<file path="src/rtl/pq_uart_pkg.sv">
// Shared definitions for the power-quality UART path: scheduler FSM encoding,
// value width and the ASCII framing bytes emitted by the transmit side.
package pq_uart_pkg;

  localparam int VAL_W = 16;
  localparam int CH_W  = 3;

  typedef enum logic [1:0] {
    ST_IDLE   = 2'd0,
    ST_LAUNCH = 2'd1,
    ST_WAIT   = 2'd2,
    ST_GAP    = 2'd3
  } state_e;

  localparam logic [7:0] ASCII_ZERO = 8'h30;
  localparam logic [7:0] ASCII_SEP  = 8'h2C;
  localparam logic [7:0] ASCII_CR   = 8'h0D;
  localparam logic [7:0] ASCII_LF   = 8'h0A;

  function automatic logic [7:0] ascii_digit(input logic [3:0] d);
    return ASCII_ZERO + {4'h0, d};
  endfunction

endpackage

</file>
<file path="src/rtl/uart_channel_scheduler_if.sv">
// Bundle of requester-side and transmit-side signals around the scheduler.
// master = scheduler, slave = requesters plus transmit datapath.
interface uart_channel_scheduler_if
  import pq_uart_pkg::*;
#(
  parameter int N_CH = 4
) ();

  logic [N_CH-1:0]       req;
  logic [VAL_W*N_CH-1:0] val;
  logic [N_CH-1:0]       ack;
  logic                  tx_start;
  logic [VAL_W-1:0]      tx_val;
  logic [CH_W-1:0]       tx_ch;
  logic                  tx_done;
  logic                  busy;
  logic                  timeout_err;

  modport master (
    input  req, val, tx_done,
    output ack, tx_start, tx_val, tx_ch, busy, timeout_err
  );

  modport slave (
    output req, val, tx_done,
    input  ack, tx_start, tx_val, tx_ch, busy, timeout_err
  );

endinterface

</file>
<file path="src/rtl/rr_arbiter.sv">
// Rotating-priority pick: first set request searching from last_grant+1 upward,
// wrapping modulo N_CH. Purely combinational.
module rr_arbiter
  import pq_uart_pkg::*;
#(
  parameter int N_CH = 4
) (
  input  logic [N_CH-1:0] req_i,
  input  logic [CH_W-1:0] last_grant_i,
  output logic [CH_W-1:0] grant_o,
  output logic            any_req_o
);

  logic [(1<<CH_W)-1:0] req_ext;
  logic [CH_W-1:0]      idx;

  always_comb begin
    req_ext             = '0;
    req_ext[N_CH-1:0]   = req_i;
    any_req_o           = |req_i;
    grant_o             = last_grant_i;
    idx                 = '0;
    // Walk from farthest to nearest so the nearest set request wins.
    for (int i = N_CH; i >= 1; i--) begin
      idx = CH_W'((int'(last_grant_i) + i) % N_CH);
      if (req_ext[idx]) grant_o = idx;
    end
  end

endmodule

</file>
<file path="src/rtl/uart_channel_scheduler.sv">
// Round-robin scheduler sharing one UART transmit path among N_CH requesters,
// with a saturating watchdog on the done handshake and an optional idle gap.
module uart_channel_scheduler
  import pq_uart_pkg::*;
#(
  parameter int N_CH    = 4,
  parameter int TIMEOUT = 2000000,
  parameter int GAP     = 0
) (
  input logic                      clk,
  input logic                      rst,
  uart_channel_scheduler_if.master bus
);

  localparam int TW = $clog2(TIMEOUT) + 1;
  localparam int GW = $clog2(GAP + 1) + 1;
  localparam logic [TW-1:0] TIMER_LAST = TW'(TIMEOUT - 1);
  localparam logic [GW-1:0] GAP_LAST   = (GAP > 0) ? GW'(GAP - 1) : '0;

  state_e           state_q, state_d;
  logic [CH_W-1:0]  last_grant_q, last_grant_d;
  logic [CH_W-1:0]  tx_ch_q, tx_ch_d;
  logic [TW-1:0]    timer_q, timer_d;
  logic [GW-1:0]    gap_q, gap_d;
  logic [VAL_W-1:0] tx_val_q, tx_val_d;
  logic [N_CH-1:0]  ack_q, ack_d;
  logic             tx_start_q, tx_start_d;
  logic             busy_q, busy_d;
  logic             timeout_err_q, timeout_err_d;

  logic [CH_W-1:0]  grant;
  logic             any_req;
  logic [VAL_W-1:0] grant_val;
  logic             timeout_hit;

  rr_arbiter #(.N_CH(N_CH)) u_arb (
    .req_i        (bus.req),
    .last_grant_i (last_grant_q),
    .grant_o      (grant),
    .any_req_o    (any_req)
  );

  always_comb begin
    grant_val = '0;
    for (int k = 0; k < N_CH; k++) begin
      if (grant == CH_W'(k)) grant_val = bus.val[VAL_W*k +: VAL_W];
    end
  end

  assign timeout_hit = (timer_q == TIMER_LAST);

  always_ff @(posedge clk) begin
    if (rst) begin
      state_q       <= ST_IDLE;
      last_grant_q  <= CH_W'(N_CH - 1);
      tx_ch_q       <= '0;
      timer_q       <= '0;
      gap_q         <= '0;
      tx_val_q      <= '0;
      ack_q         <= '0;
      tx_start_q    <= 1'b0;
      busy_q        <= 1'b0;
      timeout_err_q <= 1'b0;
    end else begin
      state_q       <= state_d;
      last_grant_q  <= last_grant_d;
      tx_ch_q       <= tx_ch_d;
      timer_q       <= timer_d;
      gap_q         <= gap_d;
      tx_val_q      <= tx_val_d;
      ack_q         <= ack_d;
      tx_start_q    <= tx_start_d;
      busy_q        <= busy_d;
      timeout_err_q <= timeout_err_d;
    end
  end

  always_comb begin
    state_d = state_q;
    case (state_q)
      ST_IDLE:   if (any_req) state_d = ST_LAUNCH;
      ST_LAUNCH: state_d = ST_WAIT;
      ST_WAIT:   if (bus.tx_done || timeout_hit) state_d = (GAP == 0) ? ST_IDLE : ST_GAP;
      ST_GAP:    if (gap_q == GAP_LAST) state_d = ST_IDLE;
      default:   state_d = ST_IDLE;
    endcase
  end

  // Outputs are registered from the next state, so they line up with the state they describe.
  always_comb begin
    last_grant_d  = last_grant_q;
    tx_ch_d       = tx_ch_q;
    tx_val_d      = tx_val_q;
    timer_d       = timer_q;
    gap_d         = gap_q;
    ack_d         = '0;
    tx_start_d    = 1'b0;
    timeout_err_d = 1'b0;
    busy_d        = (state_d != ST_IDLE);
    case (state_q)
      ST_IDLE: begin
        if (any_req) begin
          tx_val_d     = grant_val;
          tx_ch_d      = grant;
          last_grant_d = grant;
          ack_d        = N_CH'(1) << grant;
          tx_start_d   = 1'b1;
        end
      end
      ST_LAUNCH: timer_d = '0;
      ST_WAIT: begin
        if (timer_q != '1) timer_d = timer_q + 1'b1;
        if (!bus.tx_done && timeout_hit) timeout_err_d = 1'b1;
        gap_d = '0;
      end
      ST_GAP:  gap_d = gap_q + 1'b1;
      default: ;
    endcase
  end

  assign bus.ack         = ack_q;
  assign bus.tx_start    = tx_start_q;
  assign bus.tx_val      = tx_val_q;
  assign bus.tx_ch       = tx_ch_q;
  assign bus.busy        = busy_q;
  assign bus.timeout_err = timeout_err_q;

endmodule

</file>
<file path="src/flat_wrapper.sv">
// flat-port wrapper written by rule: the top's interface ports become plain ports
module uart_channel_scheduler_flat import pq_uart_pkg::*;
#(
  parameter int N_CH    = 4,
  parameter int TIMEOUT = 2000000,
  parameter int GAP     = 0
)
  (clk, rst, bus_req, bus_val, bus_tx_done, bus_ack, bus_tx_start, bus_tx_val, bus_tx_ch, bus_busy, bus_timeout_err);
  uart_channel_scheduler_if #(.N_CH(N_CH)) bus_i ();
  input logic clk;
  input logic rst;
  input wire logic [$bits(bus_i.req)-1:0] bus_req;
  input wire logic [$bits(bus_i.val)-1:0] bus_val;
  input wire logic [$bits(bus_i.tx_done)-1:0] bus_tx_done;
  output wire logic [$bits(bus_i.ack)-1:0] bus_ack;
  output wire logic [$bits(bus_i.tx_start)-1:0] bus_tx_start;
  output wire logic [$bits(bus_i.tx_val)-1:0] bus_tx_val;
  output wire logic [$bits(bus_i.tx_ch)-1:0] bus_tx_ch;
  output wire logic [$bits(bus_i.busy)-1:0] bus_busy;
  output wire logic [$bits(bus_i.timeout_err)-1:0] bus_timeout_err;
  assign bus_i.req = bus_req;
  assign bus_i.val = bus_val;
  assign bus_i.tx_done = bus_tx_done;
  assign bus_ack = bus_i.ack;
  assign bus_tx_start = bus_i.tx_start;
  assign bus_tx_val = bus_i.tx_val;
  assign bus_tx_ch = bus_i.tx_ch;
  assign bus_busy = bus_i.busy;
  assign bus_timeout_err = bus_i.timeout_err;
  uart_channel_scheduler #(.N_CH(N_CH), .TIMEOUT(TIMEOUT), .GAP(GAP)) u_core (.clk(clk), .rst(rst), .bus(bus_i));
endmodule
</file>
<file path="config.mk">
export PLATFORM = sky130hd
export DESIGN_NAME = uart_channel_scheduler_flat
export DESIGN_NICKNAME = d
export VERILOG_FILES = /design/src/rtl/pq_uart_pkg.sv /design/src/rtl/uart_channel_scheduler_if.sv /design/src/rtl/rr_arbiter.sv /design/src/rtl/uart_channel_scheduler.sv /design/src/flat_wrapper.sv
export SDC_FILE = /design/constraint.sdc
export NUM_CORES = 1
export LEC_CHECK = 0
export ABC_AREA = 0
export CORE_UTILIZATION = 48
export CTS_BUF_LIST = sky130_fd_sc_hd__clkbuf_2
export DETAILED_ROUTE_END_ITERATION = 16
export PLACE_DENSITY = 0.95
export SLEW_MARGIN = 20
export SYNTH_ARGS = -nofsm -noshare
export SYNTH_HDL_FRONTEND = slang
export SYNTH_SLANG_ARGS = --single-unit
</file>
<file path="constraint.sdc">
create_clock -name clk -period 2 [get_ports clk]
set_clock_uncertainty 0.05 [all_clocks]
set_input_delay 0.3 -clock clk [delete_from_list [all_inputs] [get_ports clk]]
set_output_delay 0.3 -clock clk [all_outputs]
set_load 0.03 [all_outputs]
</file>
Yosys cells after proc, flatten, opt, wreduce, memory -nomap -nowiden

Index checks and enable logic that the tools add are counted.

Shift operators: 1
Equality and inequality tests: 9
Reductions and logical operators: 18
Muxes and demuxes: 25
Order comparisons: 4
$add $sub $neg: 6
Bitwise gates (word level): 7

Operators with widths:

| kind                                                                 | number |
|---|---|
| 16-bit two-way mux                                                   | 4 |
| 22-bit one-hot mux with 2 select lines                               | 1 |
| 22-bit by 1-bit adder with 22-bit output, second input constant      | 1 |
| 22-bit by 21-bit == test with 1-bit output, second input constant    | 1 |
| 22-bit two-way mux                                                   | 1 |
| 22-bit inequality test, second input constant                        | 1 |
| 3-bit by 4-bit < comparator with 1-bit output, second input constant | 4 |
| 1-bit binary-select mux with 3-bit select                            | 4 |
| 3-bit two-way mux                                                    | 4 |
| 2-bit OR reduction                                                   | 6 |
| 2-bit one-hot mux with 4 select lines                                | 1 |
| 3-bit by 2-bit == test with 1-bit output, second input constant      | 2 |
| 1-bit two-way mux                                                    | 6 |
| 2-bit two-way mux                                                    | 3 |
| 2-bit nonzero test                                                   | 3 |
| 2-bit by 1-bit adder with 2-bit output, second input constant        | 2 |
| 2-bit adder, second input constant                                   | 2 |
| 1-bit AND, first input constant                                      | 4 |
| 2-bit == test, second input constant                                 | 2 |
| 2-bit AND reduction                                                  | 2 |
| 4-bit OR reduction                                                   | 1 |
| 1-bit by 3-bit left shift with 4-bit output, first input constant    | 1 |
| 3-bit by 1-bit == test with 1-bit output, second input constant      | 1 |
| 3-bit logical NOT                                                    | 1 |
| other kinds (10)                                                     | 12 |

Input port bits: 71
Flip-flop bits (word level): 54

Logic depth before layout (Yosys ltp)

Gate-level depths: netlist (run 1).

Depth after elaboration: 14
Depth in mapped cells: 8
Gate-level depth less buffers: 6

Cells and area by module

Synthesis (run 1) repeated with hierarchy kept, for this count alone.

Cell total of the unflattened synthesis: 290
Area total of the unflattened synthesis: 2,712.6 sq um

Modules (own cells, without submodules):

| module                 | area an instance (sq um) | times used | seq. area each (sq um) | cells an instance |
|---|---|---|---|---|
| uart_channel_scheduler | 2,618.8                  | 1          | 1,061.0                | 274 |
| rr_arbiter             | 93.8                     | 1          | 0.0                    | 16 |

Worst setup path after synthesis (run 1)

OpenSTA, ideal clock, no wires.

Kind: register to register
From: reg u_core.timer_q[0]
To: reg u_core.timer_q[5]
Setup time: 68 ps
Period minus slack after synthesis: 1,856 ps
Setup slack: 144 ps
Data required time: 1,882 ps
Arrival time: 1,739 ps
Cell stages (with the launch flop): 8
Cell sequence: dfxtp_1 -> ha_1 -> and4_1 -> nand3_1 -> o31ai_4 -> buf_6 -> or4_1 -> a21oi_2

Longest elaborated chain between the ends: 3
Elaborated cells on any way between the ends: 6

Ends and longest elaborated chain:

| what                                                                                   | RTL line                      | text |
|---|---|---|
| start: declaration                                                                     | uart_channel_scheduler.sv:23  | `logic [TW-1:0] timer_q, timer_d;` |
| start signal: assignment                                                               | uart_channel_scheduler.sv:68  | `timer_q <= timer_d;` |
| 22-bit by 1-bit adder with 22-bit output or 22-bit inequality test (tied branches)     | uart_channel_scheduler.sv:112 | `if (timer_q != '1) timer_d = timer_q + 1'b1;` |
| 22-bit two-way mux or 2-bit by 1-bit inequality test with 1-bit output (tied branches) | -                             |  |
| 22-bit one-hot mux with 2 select lines or 2-bit AND reduction (tied branches)          | -                             |  |

Parallel ways exist; a longest one is shown, timed or not. The select of a mux whose other input is x is not followed.
A chain may end at the register's enable or synchronous reset.

Final worst setup path (run 1)

From: reg u_core.last_grant_q[0]
To: reg u_core.tx_val_q[10], in the netlist u_core.bus.tx_val[10]

Longest elaborated chain between the ends: 14
Elaborated cells on any way between the ends: 32

Ends and longest elaborated chain:

| what                                      | RTL line                     | text |
|---|---|---|
| start: declaration                        | uart_channel_scheduler.sv:21 | `logic [CH_W-1:0] last_grant_q, last_grant_d;` |
| start signal: assignment                  | uart_channel_scheduler.sv:55 | `last_grant_q <= CH_W'(N_CH - 1);` |
| start signal: assignment                  | uart_channel_scheduler.sv:66 | `last_grant_q <= last_grant_d;` |
| 2-bit by 1-bit adder with 2-bit output    | rr_arbiter.sv:25             | `idx = CH_W'((int'(last_grant_i) + i) % N_CH);` |
| 2-bit OR reduction (no source line)       | -                            |  |
| 1-bit AND (no source line)                | -                            |  |
| 1-bit binary-select mux with 3-bit select | rr_arbiter.sv:26             | `if (req_ext[idx]) grant_o = idx;` |
| 1-bit two-way mux (not written as such)   | rr_arbiter.sv:26             |  |
| 3-bit two-way mux (3 in a row)            | rr_arbiter.sv:26             |  |
| 3-bit two-way mux *                       | rr_arbiter.sv:26             |  |
| 3-bit logical NOT                         | uart_channel_scheduler.sv:46 | `if (grant == CH_W'(k)) grant_val = bus.val[VAL_W*k +: VAL_W];` |
| 16-bit two-way mux (3 in a row)           | uart_channel_scheduler.sv:46 |  |
| 16-bit two-way mux *                      | uart_channel_scheduler.sv:46 |  |
| end signal: assignment                    | uart_channel_scheduler.sv:70 | `tx_val_q <= tx_val_d;` |
| end: declaration                          | uart_channel_scheduler.sv:25 | `logic [VAL_W-1:0] tx_val_q, tx_val_d;` |

Every way passes the cells marked *; elsewhere a longest branch is shown, timed or not. The select of a mux whose other input is x is not followed.

==> results.md, run 1 <==
* Crit path kind: flop to flop
* DRC at 0
* Cell area after layout at 0.00448 mm²
* Mean post-synth cell area at 8.14 µm²
* TritonCTS clock tree: built
* Critical path's top delay family: compound AO/OA/AOI/OAI gates
* Input/output buffers at 96
* Net Count, Synth at 442
* Commonest non-fill, non-tap cell in the layout: clkdlybuf4s50_1
* HPWL after detailed placement at 7290 µm
* Max-cap violations at 0
* Failing checks: negative setup slack
* Pin count of the biggest net entering global routing at 28
* Post-synthesis sequential area ratio at 35.2%
* Vias in the first global route at 3,468
* Power Density at roughly 660 mW/mm²
* Critical Path Source Type: flop
* Status: complete, but fails checks
* Vias/cell at approximately 6.3
* DR WL/cell at approximately 17 µm
* CP Capture Type: flop
* Max VDD drop at 0.443 mV
* Gr ovfl total at 0
* Sink Count at 53
* Layout area overhead at 48.7%
* Total CTS buffers at 5
* Initial Utilization at 50.3%
* Fin crit share at 102%
* Cell Count, Final, Fillers Out at 572
* Commonest cells after routing, fill and taps aside: clkdlybuf4s50_1, buf_4, dfxtp_1
* Max-slew violations at 0
* Number of diodes at 0
* FILL cells at 383
* First-pass GRT wire length at 15,500 µm
* CP cell instances: o21a_1 -> o21ai_1 -> buf_4 -> buf_4 -> a21boi_0 -> o21ai_0 -> a31oi_1
* Post-synth EDFFs at 0
* Row cnt at 28
* Syn Inst Count at between 300 and 400
* Storage cell area at 0.00107 mm²
* Synthesized area at 0.00301 mm²
* Initial antenna violation count at 0
* Root buffer cell: clkbuf_2
* CP required at about 2400 ps
* Slew @ Worst Pin at 664 ps
* DRC marker count from the first detailed-route iteration at 284
* Final core occ at 74.7%
* Worst setup margin at -30.8 ps
* Crit path DAT at 2390 ps
* Top cell by count, worst path: buf_4
* Final net count at 568
* Drt total wl at 10,000 µm
* Final worst path period need at 2030 ps
* Max FO, Critical Path at 22
* Pleak at 1.73 nW
* Buffers & Inverters on Critical Path at 2
* Placed cells at 560
* Die ar. at 0.00659 mm²
* Yosys synthesis warning count at 0
* Setup-failing EPs final at 1
* Core Area at 0.00599 mm²
* Die height at 81.2 µm
* Synth cell types at 57
* Reg clk slew, reported paths at 300 ps
* Vias at 3,613
* Count of final hold-check violations at 0
* Layout cell share with drive strength beyond 1 at 18.9%
* Later-pin clock latency in the skew report at 480 ps
* Multi-input logic area at 0.00179 mm²
* All-layer global routing usage at 30.2%
* Dpl ws at -601 ps
* Pre-Repair DR Iteration Count at 5
* Die width at roughly 80 µm
* DP Area at 0.00434 mm²
* Hold Path Class: input port to flop
* H-Tree Depth at 2
* Main synth FF type: dfxtp_1
* Achievable Freq at between 400 and 500 MHz
* Max-Slew Margin vs Limit at 55.7%
* Worst path max stage delay at 440 ps
* Longest Clk Path Bufs at 2
* Max stage delay cell, worst path: dfxtp_1
* GP Congestion at 0.909
* Setup TNS at -30.8 ps
* Post-DRT Antenna Nets at 0
* Hold_buf cts at 0
* Top Ports at 97
* Seq cells post-synth at 53
* Asr flop ratio synth at 0%
-- layout make-up --
type | count | share of cell area (%)
Sequential cell | 53 | 23.9
Tap cell | 75 | 2.10
Inverter | 15 | 1.26
Clock inverter | 3 | 0.475
Clock buffer | 5 | 0.559
Timing Repair Buffer | 150 | 31.6
Multi-Input combinational cell | 271 | 40.1
-- cell usage after synthesis (all sizes together) (11+ instances only) --
cell type	n	area, µm²
nand3	11	65.1
and3	19	119
a21boi	13	97.6
nor2	20	75.1
buf	11	70.1
inv	15	56.3
a21oi	19	110
nand2	18	67.6
dfxtp	53	1060
o21ai	21	105
a31oi	37	231
o21bai	13	97.6
nand4	17	106
clkbuf	20	75.1
-- worst min-delay path: cells and delay by family --
kind                   cells  cell delay, ps
buffers and inverters      1             400
AND/OR/NAND/NOR            1              70
AO/OA/AOI/OAI              1              70
-- layer usage --
layer / wire [µm] / track usage, % / share of wire [%] / up-vias
met4: 358 / 11.6 / 3.6 / 0
met3: 881 / 6.63 / 8.8 / 44
met1: 3600 / 33.5 / 36 / 1677
met2: 5160 / 55.5 / 52 / 232
li1: - / - / - / 1660
met5: 0 / 0 / 0 / -
-- timing repair --
action,in CTS,in global routing
endpoints found under the hold margin,0,0
buffers inserted,3,1
resized for setup,4,17
gates cloned,0,0
pin swaps,1,0
endpoints found under the setup margin,23,27
-- registers in the layout, indices dropped and copies added, names as in the netlist --
name                    flops
u_core.bus.ack              4
u_core.bus.busy             1
u_core.bus.timeout_err      1
u_core.bus.tx_ch            3
u_core.bus.tx_start         1
u_core.bus.tx_val          16
u_core.gap_q                1
u_core.last_grant_q         2
u_core.state_q              2
u_core.timer_q             22
-- final timing paths --
check	from	slack (ps)	depth (start not counted)	endpoint
hold reg to reg	u_core.timer_q[21]	470	2	u_core.timer_q[21]
setup / recovery	u_core.last_grant_q[0]	-30	7	u_core.bus.tx_val[10]
setup reg to reg	u_core.last_grant_q[0]	-30	7	u_core.bus.tx_val[10]
hold / removal	bus_val[38]	300	3	u_core.bus.tx_val[6]
-- through the flow --
step	power, mW	hold slack (ps)
final	2.96	297
after global routing	3.08	283
after CTS	2.92	308
after detailed placement	2.46	443
after global placement	2.41	423
after floorplan	1.89	329
-- power breakdown --
| part | switching, mW | leakage (nW) | internal (mW) | total (mW) |
|---|---|---|---|---|
| Clock | 0.367 | 0.0294 | 0.0885 | 0.455 |
| Sequential | 0.0696 | 0.437 | 1.15 | 1.22 |
| Combinational | 0.686 | 1.27 | 0.593 | 1.28 |
-- logic make-up after synthesis --
family / count (synthesis) / share of synthesized area (%)
AOI/OAI and AO/OA: 136 / 31.0
and+or+nand+nor: 127 / 24.3
muxes: 1 / 0.333
adders and majority gates: 1 / 0.416
buffers and inverters: 46 / 6.69
xor gates and xnor gates: 6 / 2.00
DFF: 53 / 35.2
Power figures use the tool's default switching activity.
==> inputs of run 2 (changes only) <==
--- a/config.mk
+++ b/config.mk
@@ -9,6 +9,7 @@
 export CORE_UTILIZATION = 48
 export CTS_BUF_LIST = sky130_fd_sc_hd__clkbuf_2
 export DETAILED_ROUTE_END_ITERATION = 16
+export MAX_ROUTING_LAYER = met4
 export PLACE_DENSITY = 0.95
 export SLEW_MARGIN = 20
 export SYNTH_ARGS = -nofsm -noshare
==> run 2 against run 1 <==
  * The run still ends with negative setup slack left
  * Design area rose by 2.2%
  * Final cell count unchanged
  * Clock power increased by 55%
  * Maximum frequency is 1.3% lower
  * Total power increased by 8.9%
  * Register-to-register slack worse by 30 ps
  * Worst setup slack worse by 26 ps
  * Global-route usage up 1.3 points
  * Sequential power hardly changed
  * Via count shrank 0.97%
  * Wire length up 2.3%
==> results.md, run 2 (synthesis results as in run 1) <==
* Cell area after layout at around 0.0046 mm²
* Max-Slew Margin vs Limit at 57.6%
* Die height at 81.2 µm
* All-layer global routing usage at 31.5%
* Crit path DAT at 2350 ps
* Vias in the first global route at ~3,500
* Layout cell share with drive strength beyond 1 at 19.1%
* Sink Count at 53
* Hold Path Class: input port to flop
* Achievable Freq at between 400 and 500 MHz
* Max-cap violations at 0
* Initial antenna violation count at 0
* Number of flip-flops in the largest register at 22
* Reg clk slew, reported paths at 300 ps
* Root buffer cell: clkbuf_2
* TritonCTS clock tree: built
* Setup-failing EPs final at 1
* FILL cells at 353
* First-pass GRT wire length at 15,600 µm
* CP required at around 2300 ps
* Number of diodes at 0
* Post-DRT Antenna Nets at 0
* Vias at roughly 3,600
* Reg with most FFs: u_core.timer_q
* Fin crit share at 103%
* DRC marker count from the first detailed-route iteration at approximately 320
* Max FO, Critical Path at 5
* Pleak at between 1.5 and 2 nW
* DRC at 0
* DP Area at 0.00434 mm²
* Critical Path Source Type: flop
* Crit path kind: flop to flop
* Input/output buffers at 96
* Status: complete, but fails checks
* Final net count at between 500 and 600
* Commonest non-fill, non-tap cell in the layout: clkdlybuf4s50_1
* GP Congestion at 0.925
* DR WL/cell at between 15 and 20 µm
* Final worst path period need at 2060 ps
* H-Tree Depth at 2
* Worst setup margin at -57.0 ps
* Layout area overhead at 51.9%
* Final Total Pwr at 3.22 mW
* Power Density at 704 mW/mm²
* Gr ovfl total at 0
* WHS at 311 ps
* Failing checks: negative setup slack
* Row cnt at 28
* Count of final hold-check violations at 0
* Pre-Repair DR Iteration Count at 5
* Total CTS buffers at 5
* Die width at 81.2 µm
* Longest Clk Path Bufs at 2
* Max VDD drop at 0.553 mV
* Top Ports at 97
* Dpl ws at -554 ps
* Die ar. at about 0.0066 mm²
* Core Area at 0.00599 mm²
* HPWL after detailed placement at just over 7000 µm
* Drt total wl at around 10,000 µm
* Slew @ Worst Pin at 636 ps
* Multi-input logic area at 0.00185 mm²
* Vias/cell at about 6.3
* Storage cell area at approximately 0.0011 mm²
* CP Capture Type: flop
* Pin count of the biggest net entering global routing at 28
* Later-pin clock latency in the skew report at 460 ps
* Initial Utilization at 50.3%
* Max-slew violations at 0
* Commonest cells after routing, fill and taps aside: clkdlybuf4s50_1, buf_4, dfxtp_1
* Hold_buf cts at 0
==> run 2: changes by cell type in the layout (fill, tap and decap cells not counted), moves of 2 or more <==
cell,before,now
dfxtp_2,8,6
dfxtp_1,45,47
bufinv_16,0,2
dlymetal6s2s_1,3,1
clkdlybuf4s50_1,93,95
==> run 2: final timing paths <==
kind	from	to	slack (ps)	depth (start not counted)
hold / removal	bus_val[38]	u_core.bus.tx_val[6]	310	3
setup reg to reg	u_core.timer_q[21]	u_core.timer_q[10]	-60	7
hold reg to reg	u_core.bus.tx_val[12]	u_core.bus.tx_val[12]	470	2
setup / recovery	u_core.timer_q[21]	u_core.timer_q[10]	-60	7
==> run 2: stage by stage <==
step / utilization (%) / instances / setup TNS, ps
after floorplan: - / 370 / 0
after global placement: 72.5 / 560 / -6010
after detailed placement: 72.5 / 560 / -8110
after CTS: 74.9 / 572 / 0
after global routing: 76.3 / 572 / -410
final: 76.3 / 572 / -57.0
==> run 2: repair_timing <==
item	CTS	global route
cloned	0	0
gates resized for setup	6	20
buffers inserted	4	0
setup endpoints to repair	23	24
pin swaps	1	1
==> run 2: cell type report <==
| class | count | area share [%] |
|---|---|---|
| multi-input cells | 271 | 40.4 |
| repair buffers | 150 | 30.9 |
| flip-flops and latches | 53 | 23.4 |
| well taps | 75 | 2.05 |
| clock inverters | 3 | 1.50 |
| inverters | 15 | 1.23 |
| clock buffers | 5 | 0.547 |
==> run 2: critical path: stages (launching register included) <==
cell and delay [ps]:
dfxtp_1 470, nand4_1 200, or4_4 500, o31ai_4 210
buf_6 150, buf_4 130, o311ai_1 130, o41ai_1 110
==> run 2: routing by layer <==
metal	share of wire (%)	vias to the layer above	track usage, %
met5	0	-	-
met4	4.1	0	11.6
met3	8.7	50	6.29
met2	52	231	57.3
met1	36	1643	33.3
li1	-	1654	-
==> run 2: power breakdown <==
part | internal, mW | switching (mW)
Sequential | 1.16 | 0.0690
Clock | 0.341 | 0.366
Combinational | 0.603 | 0.687
Total | 2.10 | 1.12
